**config.mk**
```make
export PLATFORM = sky130hd
export DESIGN_NAME = vga_timing_gen_flat
export DESIGN_NICKNAME = d
export VERILOG_FILES = /design/src/rtl/vga_timing_gen_pkg.sv /design/src/rtl/vga_timing_gen_if.sv /design/src/rtl/vga_timing_gen_delay_line.sv /design/src/rtl/vga_timing_gen.sv /design/src/flat_wrapper.sv
export SDC_FILE = /design/constraint.sdc
export NUM_CORES = 1
export LEC_CHECK = 0
export CORE_UTILIZATION = 35
export DETAILED_ROUTE_END_ITERATION = 8
export SLEW_MARGIN = 20
export SYNTH_ARGS = -nofsm -noshare
export SYNTH_HDL_FRONTEND = slang
export SYNTH_SLANG_ARGS = --single-unit
```
**constraint.sdc**
```tcl
create_clock -name clk -period 3.2 [get_ports clk]
set_input_delay 0.32 -clock clk [delete_from_list [all_inputs] [get_ports clk]]
set_output_delay 0.32 -clock clk [all_outputs]
set_load 0.005 [all_outputs]
```
**src/rtl/vga_timing_gen_pkg.sv**
```systemverilog
// Shared types, default 640x480@60 timing and helpers for the VGA timing generator.
package vga_timing_gen_pkg;

    function automatic int unsigned clog2(input int unsigned v);
        int unsigned r;
        int unsigned n;
        r = 0;
        n = (v > 0) ? v - 1 : 0;
        while (n > 0) begin
            r = r + 1;
            n = n >> 1;
        end
        return r;
    endfunction

    localparam int unsigned DEF_H_ACTIVE = 640;
    localparam int unsigned DEF_H_FP     = 16;
    localparam int unsigned DEF_H_SYNC   = 96;
    localparam int unsigned DEF_H_BP     = 48;
    localparam int unsigned DEF_V_ACTIVE = 480;
    localparam int unsigned DEF_V_FP     = 10;
    localparam int unsigned DEF_V_SYNC   = 2;
    localparam int unsigned DEF_V_BP     = 33;
    localparam int unsigned DEF_H_TOTAL  = DEF_H_ACTIVE + DEF_H_FP + DEF_H_SYNC + DEF_H_BP;
    localparam int unsigned DEF_V_TOTAL  = DEF_V_ACTIVE + DEF_V_FP + DEF_V_SYNC + DEF_V_BP;
    localparam int unsigned DEF_XW       = clog2(DEF_H_TOTAL);
    localparam int unsigned DEF_YW       = clog2(DEF_V_TOTAL);
    localparam int unsigned DEF_PIX_W    = 8;

    localparam bit POL_ACTIVE_LOW  = 1'b0;
    localparam bit POL_ACTIVE_HIGH = 1'b1;

    // Active-high timing flags carried through the latency-compensation delay line.
    typedef struct packed {
        logic hs;
        logic vs;
        logic de;
    } sync_t;

endpackage

```
**src/rtl/vga_timing_gen_if.sv**
```systemverilog
// Framebuffer/DAC-side bundle of the VGA timing generator.
interface vga_timing_gen_if #(
    parameter int unsigned PIX_W = 8,
    parameter int unsigned XW    = 10,
    parameter int unsigned YW    = 10
);
    logic [PIX_W-1:0] pixelIn;
    logic [PIX_W-1:0] pixelOut;
    logic             Hsync;
    logic             Vsync;
    logic             de;
    logic [XW-1:0]    posX;
    logic [YW-1:0]    posY;
    logic [XW-1:0]    fbX;
    logic [YW-1:0]    fbY;
    logic             rd_en;
    logic             line_start;
    logic             frame_start;

    modport master (
        input  pixelIn,
        output pixelOut, Hsync, Vsync, de, posX, posY, fbX, fbY,
        output rd_en, line_start, frame_start
    );

    modport slave (
        output pixelIn,
        input  pixelOut, Hsync, Vsync, de, posX, posY, fbX, fbY,
        input  rd_en, line_start, frame_start
    );
endinterface

```
**src/rtl/vga_timing_gen_delay_line.sv**
```systemverilog
// En-gated shift register of DEPTH stages with asynchronous active-low clear.
module vga_timing_gen_delay_line #(
    parameter int unsigned WIDTH = 1,
    parameter int unsigned DEPTH = 1
) (
    input  logic             clk,
    input  logic             rst,
    input  logic             en,
    input  logic [WIDTH-1:0] din,
    output logic [WIDTH-1:0] dout
);
    if (DEPTH == 0) begin : g_bypass
        assign dout = din;
    end else begin : g_shift
        logic [DEPTH*WIDTH-1:0] sr;
        logic [DEPTH*WIDTH-1:0] srNext;

        if (DEPTH == 1) begin : g_single
            assign srNext = din;
        end else begin : g_multi
            assign srNext = {sr[(DEPTH-1)*WIDTH-1:0], din};
        end

        always_ff @(posedge clk or negedge rst) begin
            if (!rst) begin
                sr <= '0;
            end else if (en) begin
                sr <= srNext;
            end
        end

        assign dout = sr[DEPTH*WIDTH-1 -: WIDTH];
    end
endmodule

```
**src/rtl/vga_timing_gen.sv**
```systemverilog
// VGA raster counters, sync/DE generation and framebuffer-latency-aligned pixel output.
module vga_timing_gen
    import vga_timing_gen_pkg::*;
#(
    parameter int unsigned H_ACTIVE    = DEF_H_ACTIVE,
    parameter int unsigned H_FP        = DEF_H_FP,
    parameter int unsigned H_SYNC      = DEF_H_SYNC,
    parameter int unsigned H_BP        = DEF_H_BP,
    parameter int unsigned V_ACTIVE    = DEF_V_ACTIVE,
    parameter int unsigned V_FP        = DEF_V_FP,
    parameter int unsigned V_SYNC      = DEF_V_SYNC,
    parameter int unsigned V_BP        = DEF_V_BP,
    parameter bit          HS_POL      = POL_ACTIVE_LOW,
    parameter bit          VS_POL      = POL_ACTIVE_LOW,
    parameter int unsigned PIX_W       = DEF_PIX_W,
    parameter int unsigned MEM_LAT     = 1,
    parameter int unsigned SCALE_SHIFT = 0
) (
    input  logic             clk,
    input  logic             rst,
    input  logic             en,
    vga_timing_gen_if.master bus
);
    localparam int unsigned H_TOTAL = H_ACTIVE + H_FP + H_SYNC + H_BP;
    localparam int unsigned V_TOTAL = V_ACTIVE + V_FP + V_SYNC + V_BP;
    localparam int unsigned XW      = clog2(H_TOTAL);
    localparam int unsigned YW      = clog2(V_TOTAL);

    if (MEM_LAT > 7 || (H_ACTIVE + H_FP + H_SYNC) >= (1 << XW) ||
        (V_ACTIVE + V_FP + V_SYNC) >= (1 << YW)) begin : g_badParams
        $error("vga_timing_gen: timing parameters do not fit the counter widths");
    end

    localparam logic [XW-1:0] X_LAST   = XW'(H_TOTAL - 1);
    localparam logic [XW-1:0] X_ACT    = XW'(H_ACTIVE);
    localparam logic [XW-1:0] X_HS_ON  = XW'(H_ACTIVE + H_FP);
    localparam logic [XW-1:0] X_HS_OFF = XW'(H_ACTIVE + H_FP + H_SYNC);
    localparam logic [YW-1:0] Y_LAST   = YW'(V_TOTAL - 1);
    localparam logic [YW-1:0] Y_ACT    = YW'(V_ACTIVE);
    localparam logic [YW-1:0] Y_VS_ON  = YW'(V_ACTIVE + V_FP);
    localparam logic [YW-1:0] Y_VS_OFF = YW'(V_ACTIVE + V_FP + V_SYNC);

    logic [XW-1:0]    xCnt;
    logic [YW-1:0]    yCnt;
    logic             xZero;
    sync_t            syncPre;
    sync_t            syncDly;
    logic [PIX_W-1:0] pixNext;

    // Raster counters; the line counter steps only on the column wrap.
    always_ff @(posedge clk or negedge rst) begin
        if (!rst) begin
            xCnt <= '0;
            yCnt <= '0;
        end else if (en) begin
            if (xCnt == X_LAST) begin
                xCnt <= '0;
                yCnt <= (yCnt == Y_LAST) ? '0 : yCnt + YW'(1);
            end else begin
                xCnt <= xCnt + XW'(1);
            end
        end
    end

    always_comb begin
        syncPre    = '0;
        syncPre.hs = (xCnt >= X_HS_ON) && (xCnt < X_HS_OFF);
        syncPre.vs = (yCnt >= Y_VS_ON) && (yCnt < Y_VS_OFF);
        syncPre.de = (xCnt < X_ACT) && (yCnt < Y_ACT);
    end

    // MEM_LAT stages here plus the output register give MEM_LAT+1 ticks in total.
    vga_timing_gen_delay_line #(
        .WIDTH ($bits(sync_t)),
        .DEPTH (MEM_LAT)
    ) u_syncDelay (
        .clk  (clk),
        .rst  (rst),
        .en   (en),
        .din  (syncPre),
        .dout (syncDly)
    );

    assign pixNext = syncDly.de ? bus.pixelIn : '0;

    always_ff @(posedge clk or negedge rst) begin
        if (!rst) begin
            bus.pixelOut <= '0;
            bus.Hsync    <= ~HS_POL;
            bus.Vsync    <= ~VS_POL;
            bus.de       <= 1'b0;
        end else if (en) begin
            bus.pixelOut <= pixNext;
            bus.Hsync    <= syncDly.hs ~^ HS_POL;
            bus.Vsync    <= syncDly.vs ~^ VS_POL;
            bus.de       <= syncDly.de;
        end
    end

    assign xZero           = (xCnt == '0);
    assign bus.posX        = xCnt;
    assign bus.posY        = yCnt;
    assign bus.fbX         = xCnt >> SCALE_SHIFT;
    assign bus.fbY         = yCnt >> SCALE_SHIFT;
    assign bus.rd_en       = syncPre.de;
    assign bus.line_start  = xZero;
    assign bus.frame_start = xZero && (yCnt == '0);
endmodule

```
**src/flat_wrapper.sv**
```systemverilog
// flat-port wrapper written by rule: the top's interface ports become plain ports
module vga_timing_gen_flat import vga_timing_gen_pkg::*;
#(
    parameter int unsigned H_ACTIVE    = DEF_H_ACTIVE,
    parameter int unsigned H_FP        = DEF_H_FP,
    parameter int unsigned H_SYNC      = DEF_H_SYNC,
    parameter int unsigned H_BP        = DEF_H_BP,
    parameter int unsigned V_ACTIVE    = DEF_V_ACTIVE,
    parameter int unsigned V_FP        = DEF_V_FP,
    parameter int unsigned V_SYNC      = DEF_V_SYNC,
    parameter int unsigned V_BP        = DEF_V_BP,
    parameter bit          HS_POL      = POL_ACTIVE_LOW,
    parameter bit          VS_POL      = POL_ACTIVE_LOW,
    parameter int unsigned PIX_W       = DEF_PIX_W,
    parameter int unsigned MEM_LAT     = 1,
    parameter int unsigned SCALE_SHIFT = 0
)
  (clk, rst, en, bus_pixelIn, bus_pixelOut, bus_Hsync, bus_Vsync, bus_de, bus_posX, bus_posY, bus_fbX, bus_fbY, bus_rd_en, bus_line_start, bus_frame_start);
  vga_timing_gen_if #(.PIX_W(PIX_W), .XW((clog2(800))), .YW((clog2(525)))) bus_i ();
  input  logic clk;
  input  logic rst;
  input  logic en;
  input wire logic [$bits(bus_i.pixelIn)-1:0] bus_pixelIn;
  output wire logic [$bits(bus_i.pixelOut)-1:0] bus_pixelOut;
  output wire logic [$bits(bus_i.Hsync)-1:0] bus_Hsync;
  output wire logic [$bits(bus_i.Vsync)-1:0] bus_Vsync;
  output wire logic [$bits(bus_i.de)-1:0] bus_de;
  output wire logic [$bits(bus_i.posX)-1:0] bus_posX;
  output wire logic [$bits(bus_i.posY)-1:0] bus_posY;
  output wire logic [$bits(bus_i.fbX)-1:0] bus_fbX;
  output wire logic [$bits(bus_i.fbY)-1:0] bus_fbY;
  output wire logic [$bits(bus_i.rd_en)-1:0] bus_rd_en;
  output wire logic [$bits(bus_i.line_start)-1:0] bus_line_start;
  output wire logic [$bits(bus_i.frame_start)-1:0] bus_frame_start;
  assign bus_i.pixelIn = bus_pixelIn;
  assign bus_pixelOut = bus_i.pixelOut;
  assign bus_Hsync = bus_i.Hsync;
  assign bus_Vsync = bus_i.Vsync;
  assign bus_de = bus_i.de;
  assign bus_posX = bus_i.posX;
  assign bus_posY = bus_i.posY;
  assign bus_fbX = bus_i.fbX;
  assign bus_fbY = bus_i.fbY;
  assign bus_rd_en = bus_i.rd_en;
  assign bus_line_start = bus_i.line_start;
  assign bus_frame_start = bus_i.frame_start;
  vga_timing_gen #(.H_ACTIVE(H_ACTIVE), .H_FP(H_FP), .H_SYNC(H_SYNC), .H_BP(H_BP), .V_ACTIVE(V_ACTIVE), .V_FP(V_FP), .V_SYNC(V_SYNC), .V_BP(V_BP), .HS_POL(HS_POL), .VS_POL(VS_POL), .PIX_W(PIX_W), .MEM_LAT(MEM_LAT), .SCALE_SHIFT(SCALE_SHIFT)) u_core (.clk(clk), .rst(rst), .en(en), .bus(bus_i));
endmodule
```
* Yosys cells after proc, flatten, opt, wreduce, memory -nomap -nowiden *
Cells that the tools add are included.
W data, S select, Z words.

word-level totals
  register bits = 34
  bits of input ports = 11
  output and inout port bits = 54
  word-level logic and storage cells = 29

cells by class
  add/subtract/negate cells = 2
  order comparisons = 6
  equal/unequal tests = 2
  mux-type cells = 3
  bitwise operators = 2
  reduce and logical (&&, ||, !) cells = 7

operators with widths
  kind                     count
  $add A10 B1 Y10 const B  2
  $eq A10 B10 Y1 const B   2
  $logic_not A10 Y1        2
  $lt A10 B10 Y1 const B   2
  $lt A10 B9 Y1 const B    2
  $mux W10                 2
  $ge A10 B10 Y1 const B   1
  $ge A10 B9 Y1 const B    1
  $mux W8                  1
  $logic_and A1 B1 Y1      4
  $not A1 Y1               2
  $reduce_and A2 Y1        1

* Logic depth before layout (Yosys ltp) *
Gate-level depths: netlist of run 1.

  depth after elaboration = 2
  depth in mapped cells = 6
  mapped depth without buffers = 6

* Modules after synthesis *
From an unflattened synthesis of run 1, not the netlist that was laid out.

unflattened totals
  cells, all modules = 200
  area total of the unflattened synthesis = 1896.8 sq um

modules (own cells, without submodules)
  module                     times used  cells an instance  area an instance (sq um)
  vga_timing_gen             1           194                1788.0
  vga_timing_gen_delay_line  1           6                  108.9

* Least setup slack after synthesis of run 1 *
Ideal clock, no wire load.

  kind = reg-to-output
  from = register u_core.xCnt[0], in the netlist u_core.bus.fbX[0]
  to = output bus_frame_start
  arrival = 1755 ps
  path slack = 1125 ps
  cell stages (with the launch flop) = 6
  path buffers = 0
  cells stage by stage = dfrtp_1 > inv_1 > ha_1 > or4b_2 > nor4_1 > and4bb_2

between the ends
  cells in the longest elaborated chain, start to end = 2

ends and longest elaborated chain
  item                      RTL line               RTL
  start: declaration        vga_timing_gen.sv:43   logic [XW-1:0] xCnt;
  start signal: assignment  vga_timing_gen.sv:60   xCnt <= xCnt + XW'(1);
  $logic_not A10 Y1         vga_timing_gen.sv:100  assign xZero = (xCnt == '0);
  net bus_line_start        flat_wrapper.sv:33     output wire logic [$bits(bus_i.line_start)-1:0] bus_line_start;
  $logic_and A1 B1 Y1       vga_timing_gen.sv:107  assign bus.frame_start = xZero && (yCnt == '0);
  end: declaration          flat_wrapper.sv:34     output wire logic [$bits(bus_i.frame_start)-1:0] bus_frame_start;

The timed path passes the listed nets, and every way through them passes these cells.

* Worst setup path after layout of run 1 *
  from = register u_core.xCnt[0], in the netlist u_core.bus.fbX[0]
  to = output bus_frame_start

between the ends
  cells in the longest elaborated chain, start to end = 2

ends and longest elaborated chain
  item                 RTL line
  $logic_not A10 Y1    vga_timing_gen.sv:100
  $logic_and A1 B1 Y1  vga_timing_gen.sv:107

Every way passes these cells.

==> results of run 1 <==
==> how the worst min path moves through the flow <==
stage,start,cells past startpoint,endpoint
5_1_grt,rst,2,u_core.bus.fbX[8]
6_report,rst,2,u_core.bus.pixelOut[7]
4_1_cts,rst,2,u_core.bus.fbX[7]
3_3_place_gp,u_core.bus.de,1,u_core.bus.de
2_1_floorplan,rst,0,u_core.bus.de
3_5_place_dp,u_core.bus.de,1,u_core.bus.de
==> cell usage after synthesis (all sizes together) <==
cell type,n
a21oi,3
a2bb2oi,1
and2,1
and3,6
and3b,1
and4b,1
and4bb,1
buf,22
clkbuf,6
dfrtp,32
dfstp,2
ha,4
inv,17
mux2,4
mux2i,3
nand2,11
nand3,18
nand4,8
nor2,9
nor2b,1
nor3,2
nor4,1
nor4b,1
o211ai,1
o21ai,18
o311ai,1
o31ai,1
o41ai,1
or3,4
or4b,2
xnor2,4
xor2,5
==> power by group <==
part           switching [W]  internal (W)  leakage (nW)
logic              0.0000876      0.000168         0.588
registers          0.0000759      0.000469         0.412
clock network       0.000155      0.000229        0.0579
==> stage by stage <==
step                worst slack, ns  hold slack (ns)  utilization (%)  total power, W  instances
floorplan                      1.13           0.0244                -        0.000672        192
global placement              0.498            0.489             47.4        0.000810        301
detailed placement            0.475            0.499             47.4        0.000813        301
CTS                           0.133            0.459             49.6         0.00121        309
global route                 0.0127            0.492             49.6         0.00126        309
finish                        0.204            0.445             49.6         0.00119        309
==> worst max-delay path: stages (launching register included) <==
cell	delay (ns)
dfrtp_1	0.43
inv_1	0.11
ha_1	0.15
or4b_2	0.59
nor4_1	0.34
and4bb_2	0.29
clkdlybuf4s50_1	0.49
==> flip-flops by register name (all words and copies together) (netlist names) <==
| register | cells |
|---|---|
| u_core.bus.fbX | 10 |
| u_core.bus.de | 1 |
| u_core.bus.pixelOut | 8 |
| u_core.bus.Hsync | 1 |
| u_core.bus.fbY | 10 |
| u_core.u_syncDelay.dout | 3 |
| u_core.bus.Vsync | 1 |
==> final cells by class <==
cell class,count,area [um2]
Timing Repair Buffer,67,663
Sequential cell,34,853
Tap cell,70,87.6
Fill cell,502,2560
Multi-Input combinational cell,113,738
Clock buffer,5,68.8
Clock inverter,3,40.0
Inverter,17,63.8
==> cells by family (layout without fill, tap and decap cells) <==
logic type                 after synthesis  in the layout
and+or+nand+nor                         67             67
buffers and inverters                   45             92
DFF                                     34             34
AOI/OAI and AO/OA                       26             26
xor gates and xnor gates                 9              9
muxes                                    7              7
adders and majority gates                4              4
==> layer usage <==
layer	part of all wire [%]	global-route usage (%)
met4	1.4	5.66
met1	50	21.4
met5	0	0
met3	6.0	4.88
met2	43	23.6
==> impl_metrics.csv, run 1 <==
group,metric,value,unit
critical_path,reg2reg_to,"u_core.bus.fbY[3]",
synthesis,syn-cell-area,0.00184,mm2
timing,slew_viol_final,0,
finish,final_nets,253,
critical_path,r2r-start,"u_core.bus.fbX[0]",
run_status,outcome,"complete, no violations",
finish,drive_above_1_share,8.79,%
floorplan,start_util,36.2,%
clock_tree,cts_sinks,34,
clock_tree,cts_htree_levels,2,
critical_path,arrival,2.68,ns
clock_tree,cts_tree,"built",
clock_tree,postCtsHoldBufs,0,
route,vias,1451,
timing,period_share,93.6,%
floorplan,rows,26,
timing,hold_viol,0,
synthesis,synth.largest_area_cell,"dfrtp_1",
finish,layout_commonest_cell,"clkdlybuf4s50_1",
critical_path,worstPathRequired,2.88,ns
place,gp_congestion,0.736,
finish,syn_to_final_growth,36.9,%
synthesis,ys_ff_latch,34,
finish,fin_area,0.00251,mm2
power_and_ir_drop,leakage,1.06,nW
synthesis,synth_top_cell_area_share,43.6,%
grt,grt_usage,15.7,%
critical_path,path_class,"reg2out",
clock_tree,cts_buffers,5,
power_and_ir_drop,vdd.ir_drop.worst,0.286,mV
synthesis,synth_area_leaders,"dfrtp_1 44%, buf_4 8.2%, nand3_1 4.9%",
grt,grt_overflow,0,
route,drc,0,
timing,setup_tns,0,ns
clock_tree,ctsRootBufferMaster,"clkbuf_8",
timing,setup_viol,0,
clock_tree,clk_latency,0.28,ns
floorplan,die_area,0.00554,mm2
critical_path,critical_path_peak_fanout,5,
finish,layout_common_cells,"64 x clkdlybuf4s50_1, 32 x dfrtp_1, 18 x o21ai_0, 18 x nand3_1, 17 x inv_1",
route,drt-total-wl,3.88,mm
synthesis,synth_top_family_by_area,"simple AND/OR/NAND/NOR gates",
synthesis,syn_inst,192,
place,io_buffer_count,64,
clock_tree,post_cts_buffers,0,
timing,tightest_slew,0.436,ns
synthesis,ys_seq_area_share,46.5,%
synthesis,syn_area_per_cell,9.57,um2
floorplan,die_h,74.4,um
run,maxCapViolations,0,
critical_path,r2r_setup_slack,1.07,ns
synthesis,synthMuxAreaShare,4.09,%
timing,finalCriticalPeriod,3.00,ns
route,drtIter0Drc,55,
grt,grt_max_degree,35,
critical_path,endpoint_kind,"primary output",
route,routed_via_density,4.70,
power_and_ir_drop,power.density,471,mW/mm2
clock_tree,path_clk_slew,0.07,ns
grt,grt_pass1_vias,1317,
grt,grt_pass1_wl,6.49,mm
timing,rsz0062_at_grt,"false",
route,drtAntennaViolNets,0,
synthesis,synth-simple-area-share,21.1,%
floorplan,die_w,74.4,um
timing,slew_headroom,70.9,%
grt,antenna_found_initial,0,
place,dp_hpwl,2.77,mm
synthesis,synth.net_count,207,
finish,antenna_cells,0,
synthesis,synth_compound_area_share,7.97,%
route,wl_per_cell,12.6,um
critical_path,reg2reg_depth,5,
route,dr.pass1.iters,4,
critical_path,critPathLaunchType,"flip-flop",
floorplan,io_pins,65,
floorplan,core_area,0.00507,mm2
clock_tree,cts-resized-gates,0,
clock_tree,cts_buffer_depth,2,
timing,fin_skew,0.00628,ns
synthesis,synth_xor_area_share,4.29,%
synthesis,synthAdderAreaFrac,2.72,%
min_path,min_path_type,"in2async",
critical_path,startpoint,"u_core.bus.fbX[0]",
synthesis,ys_warn_count,0,
critical_path,endpoint,"bus_frame_start",
timing,fmax,0.334,GHz
place,post_dp_cell_area,0.00241,mm2
synthesis,synthDistinctLibCells,36,
Power figures use the tool's default switching activity.
==> inputs of run 2 (changes only) <==
Settings changed: ABC_CLOCK_PERIOD_IN_PS set to 3200.
==> results of run 2 <==
No change in the layout: final DEF, timing and power equal those of run 1.
==> inputs of run 3 (changes only) <==
Settings changed: ABC_AREA set to 1.
==> impl_metrics.csv, run 3 <==
group,metric,value,unit
run_status,outcome,"complete, no violations",
run,maxCapViolations,0,
route,vias,1743,
place,io_buffer_count,64,
grt,grt_max_degree,35,
synthesis,syn_inst,257,
route,drtAntennaViolNets,0,
synthesis,synthDistinctLibCells,25,
clock_tree,ctsRootBufferMaster,"clkbuf_8",
timing,rsz0062_at_grt,"false",
finish,final_cell_count_no_fill,375,
finish,final_nets,319,
synthesis,ys_seq_area_share,43.6,%
grt,grt_pass1_wl,7.31,mm
timing,fin_skew,0.00459,ns
floorplan,die_area,0.00589,mm2
timing,fin_ws,0.895,ns
min_path,min_path_type,"reg2reg",
clock_tree,path_clk_slew,0.07,ns
power_and_ir_drop,switchingPower,0.000391,W
route,dr.pass1.iters,4,
clock_tree,clk_latency,0.29,ns
critical_path,startpoint,"u_core.bus.fbY[1]",
critical_path,slowest_delay,0.54,ns
power_and_ir_drop,total_power,0.00133,W
timing,period_share,72.0,%
synthesis,synth_top_cell_area_share,40.9,%
power_and_ir_drop,power.density,505,mW/mm2
critical_path,crit_chain,"inv_1, ha_1, inv_1, nor2_1, nand3_1, nor3_1, clkdlybuf4s50_1",
floorplan,rows,26,
critical_path,path_class,"reg2out",
synthesis,ys_warn_count,0,
clock_tree,cts_sinks,34,
finish,fin_util,50.1,%
power_and_ir_drop,vdd.ir_drop.worst,0.248,mV
floorplan,die_w,76.8,um
timing,tightest_slew,0.468,ns
grt,grt_overflow,0,
synthesis,synth_edf_count,0,
synthesis,synth.net_count,272,
clock_tree,cts_buffers,5,
floorplan,die_h,76.8,um
clock_tree,cts_htree_levels,2,
synthesis,synth_area_leaders,"dfrtp_1 41%, nand2_1 12%, buf_4 8.4%",
route,drc,0,
place,pre_cts_slack,1.02,ns
place,gp_congestion,0.832,
place,dp_hpwl,3.21,mm
clock_tree,post_cts_buffers,0,
floorplan,io_pins,65,
synthesis,synthArstFlopShare,100,%
critical_path,crit_top_cell,"inv_1",
critical_path,critPathLaunchType,"flip-flop",
timing,setup_tns,0,ns
power_and_ir_drop,clockPowerShare,28.0,%
min_path,hp-start,"u_core.u_syncDelay.dout[1]",
synthesis,ys_ff_latch,34,
critical_path,endpoint_kind,"primary output",
power_and_ir_drop,seq_power_share,43.0,%
grt,antenna_found_initial,0,
grt,grt_pass1_vias,1519,
route,routed_via_density,4.65,
critical_path,r2r-start,"u_core.bus.fbX[1]",
critical_path,critPathTopFamily,"buffers and inverters",
finish,layout_common_cells,"64 x clkdlybuf4s50_1, 62 x nand2_1, 32 x dfrtp_1, 31 x nor2_1, 30 x nand3_1",
finish,antenna_cells,0,
route,drtIter0Drc,122,
clock_tree,cts_buffer_depth,2,
timing,setup_viol,0,
power_and_ir_drop,leakage,1.25,nW
grt,grt_usage,15.8,%
synthesis,syn-cell-area,0.00196,mm2
synthesis,synth_common_cells,"62 x nand2_1, 32 x dfrtp_1, 31 x nor2_1, 30 x nand3_1, 29 x inv_1",
floorplan,core_area,0.00524,mm2
critical_path,worst-path-buf-inv,3,
place,dp.cells,367,
power_and_ir_drop,combPwrFrac,29.0,%
timing,hold_viol,0,
synthesis,synth_ff_type,"dfrtp_1",
timing,slew_headroom,68.7,%
route,drt-total-wl,4.39,mm
critical_path,critPathSlowestCell,"clkdlybuf4s50_1",
route,wl_per_cell,11.7,um
synthesis,yosys.cell_count.top_type,"nand2_1",
finish,fill_cells,521,
synthesis,synth.largest_area_cell,"dfrtp_1",
timing,slew_viol_final,0,
timing,finalCriticalPeriod,2.30,ns
critical_path,arrival,1.98,ns
power_and_ir_drop,p_int,0.000935,W
clock_tree,cts_tree,"built",
clock_tree,cts-resized-gates,0,
clock_tree,postCtsHoldBufs,0,
critical_path,worstPathRequired,2.88,ns
finish,layout_commonest_cell,"clkdlybuf4s50_1",
timing,fmax,0.434,GHz
finish,syn_to_final_growth,34.1,%
floorplan,start_util,37.4,%
synthesis,syn_area_per_cell,7.61,um2
finish,drive_above_1_share,6.56,%
critical_path,critical_path_peak_fanout,6,
power_and_ir_drop,sw_frac_of_total,29.5,%
==> run 3: path summary, 6_finish.rpt <==
| kind | end | slack (ns) | cells past startpoint |
|---|---|---|---|
| setup reg to reg | u_core.bus.fbX[9] | 1.35 | 8 |
| setup / recovery | bus_frame_start | 0.90 | 7 |
| min in group asynchronous | u_core.bus.pixelOut[1] | 0.45 | 2 |
| hold reg to reg | u_core.bus.Vsync | 0.44 | 1 |
| max in group asynchronous | u_core.bus.Hsync | 2.42 | 2 |
| hold / removal | u_core.bus.Vsync | 0.44 | 1 |
==> run 3: through the flow <==
| step | instance area [um2] | hold WS, ns |
|---|---|---|
| floorplan | 1960 | 0.0244 |
| finish | 2630 | 0.440 |
| CTS | 2630 | 0.448 |
| global placement | 2510 | 0.411 |
| detailed placement | 2510 | 0.433 |
| global route | 2630 | 0.470 |
==> run 3: cells by family after synthesis <==
group / share of synthesized area [%]
buffers and inverters: 15.6
AOI/OAI and AO/OA: 5.75
and+or+nand+nor: 31.1
adders and majority gates: 2.56
DFF: 43.6
xor gates and xnor gates: 1.34
==> run 3: final cells by class <==
| type | count | area (um2) | area share, % |
|---|---|---|---|
| sequential | 34 | 853 | 32.5 |
| timing repair buffer | 67 | 663 | 25.3 |
| multi-input combinational | 166 | 798 | 30.4 |
| clock buffer | 8 | 110 | 4.19 |
| inverter | 30 | 113 | 4.29 |
| tap | 70 | 87.6 | 3.34 |
==> run 3: power groups by stage <==
stage                     sequential [W]  clock, W  combinational (W)
after CTS                       0.000572  0.000384           0.000390
final                           0.000570  0.000371           0.000385
after global routing            0.000585  0.000395           0.000427
after floorplan                 0.000558         0           0.000217
after detailed placement        0.000580         0           0.000388
after global placement          0.000578         0           0.000387
==> run 3: metal layers <==
layer | vias up | routed length, um | part of all wire [%] | global-route usage, %
met3 | 6 | 218 | 5.0 | 3.21
met4 | 0 | 68 | 1.5 | 6.35
met5 | - | 0 | 0 | 0
met1 | 810 | 2060 | 47 | 21.0
met2 | 44 | 2040 | 47 | 24.8
li1 | 883 | - | - | -
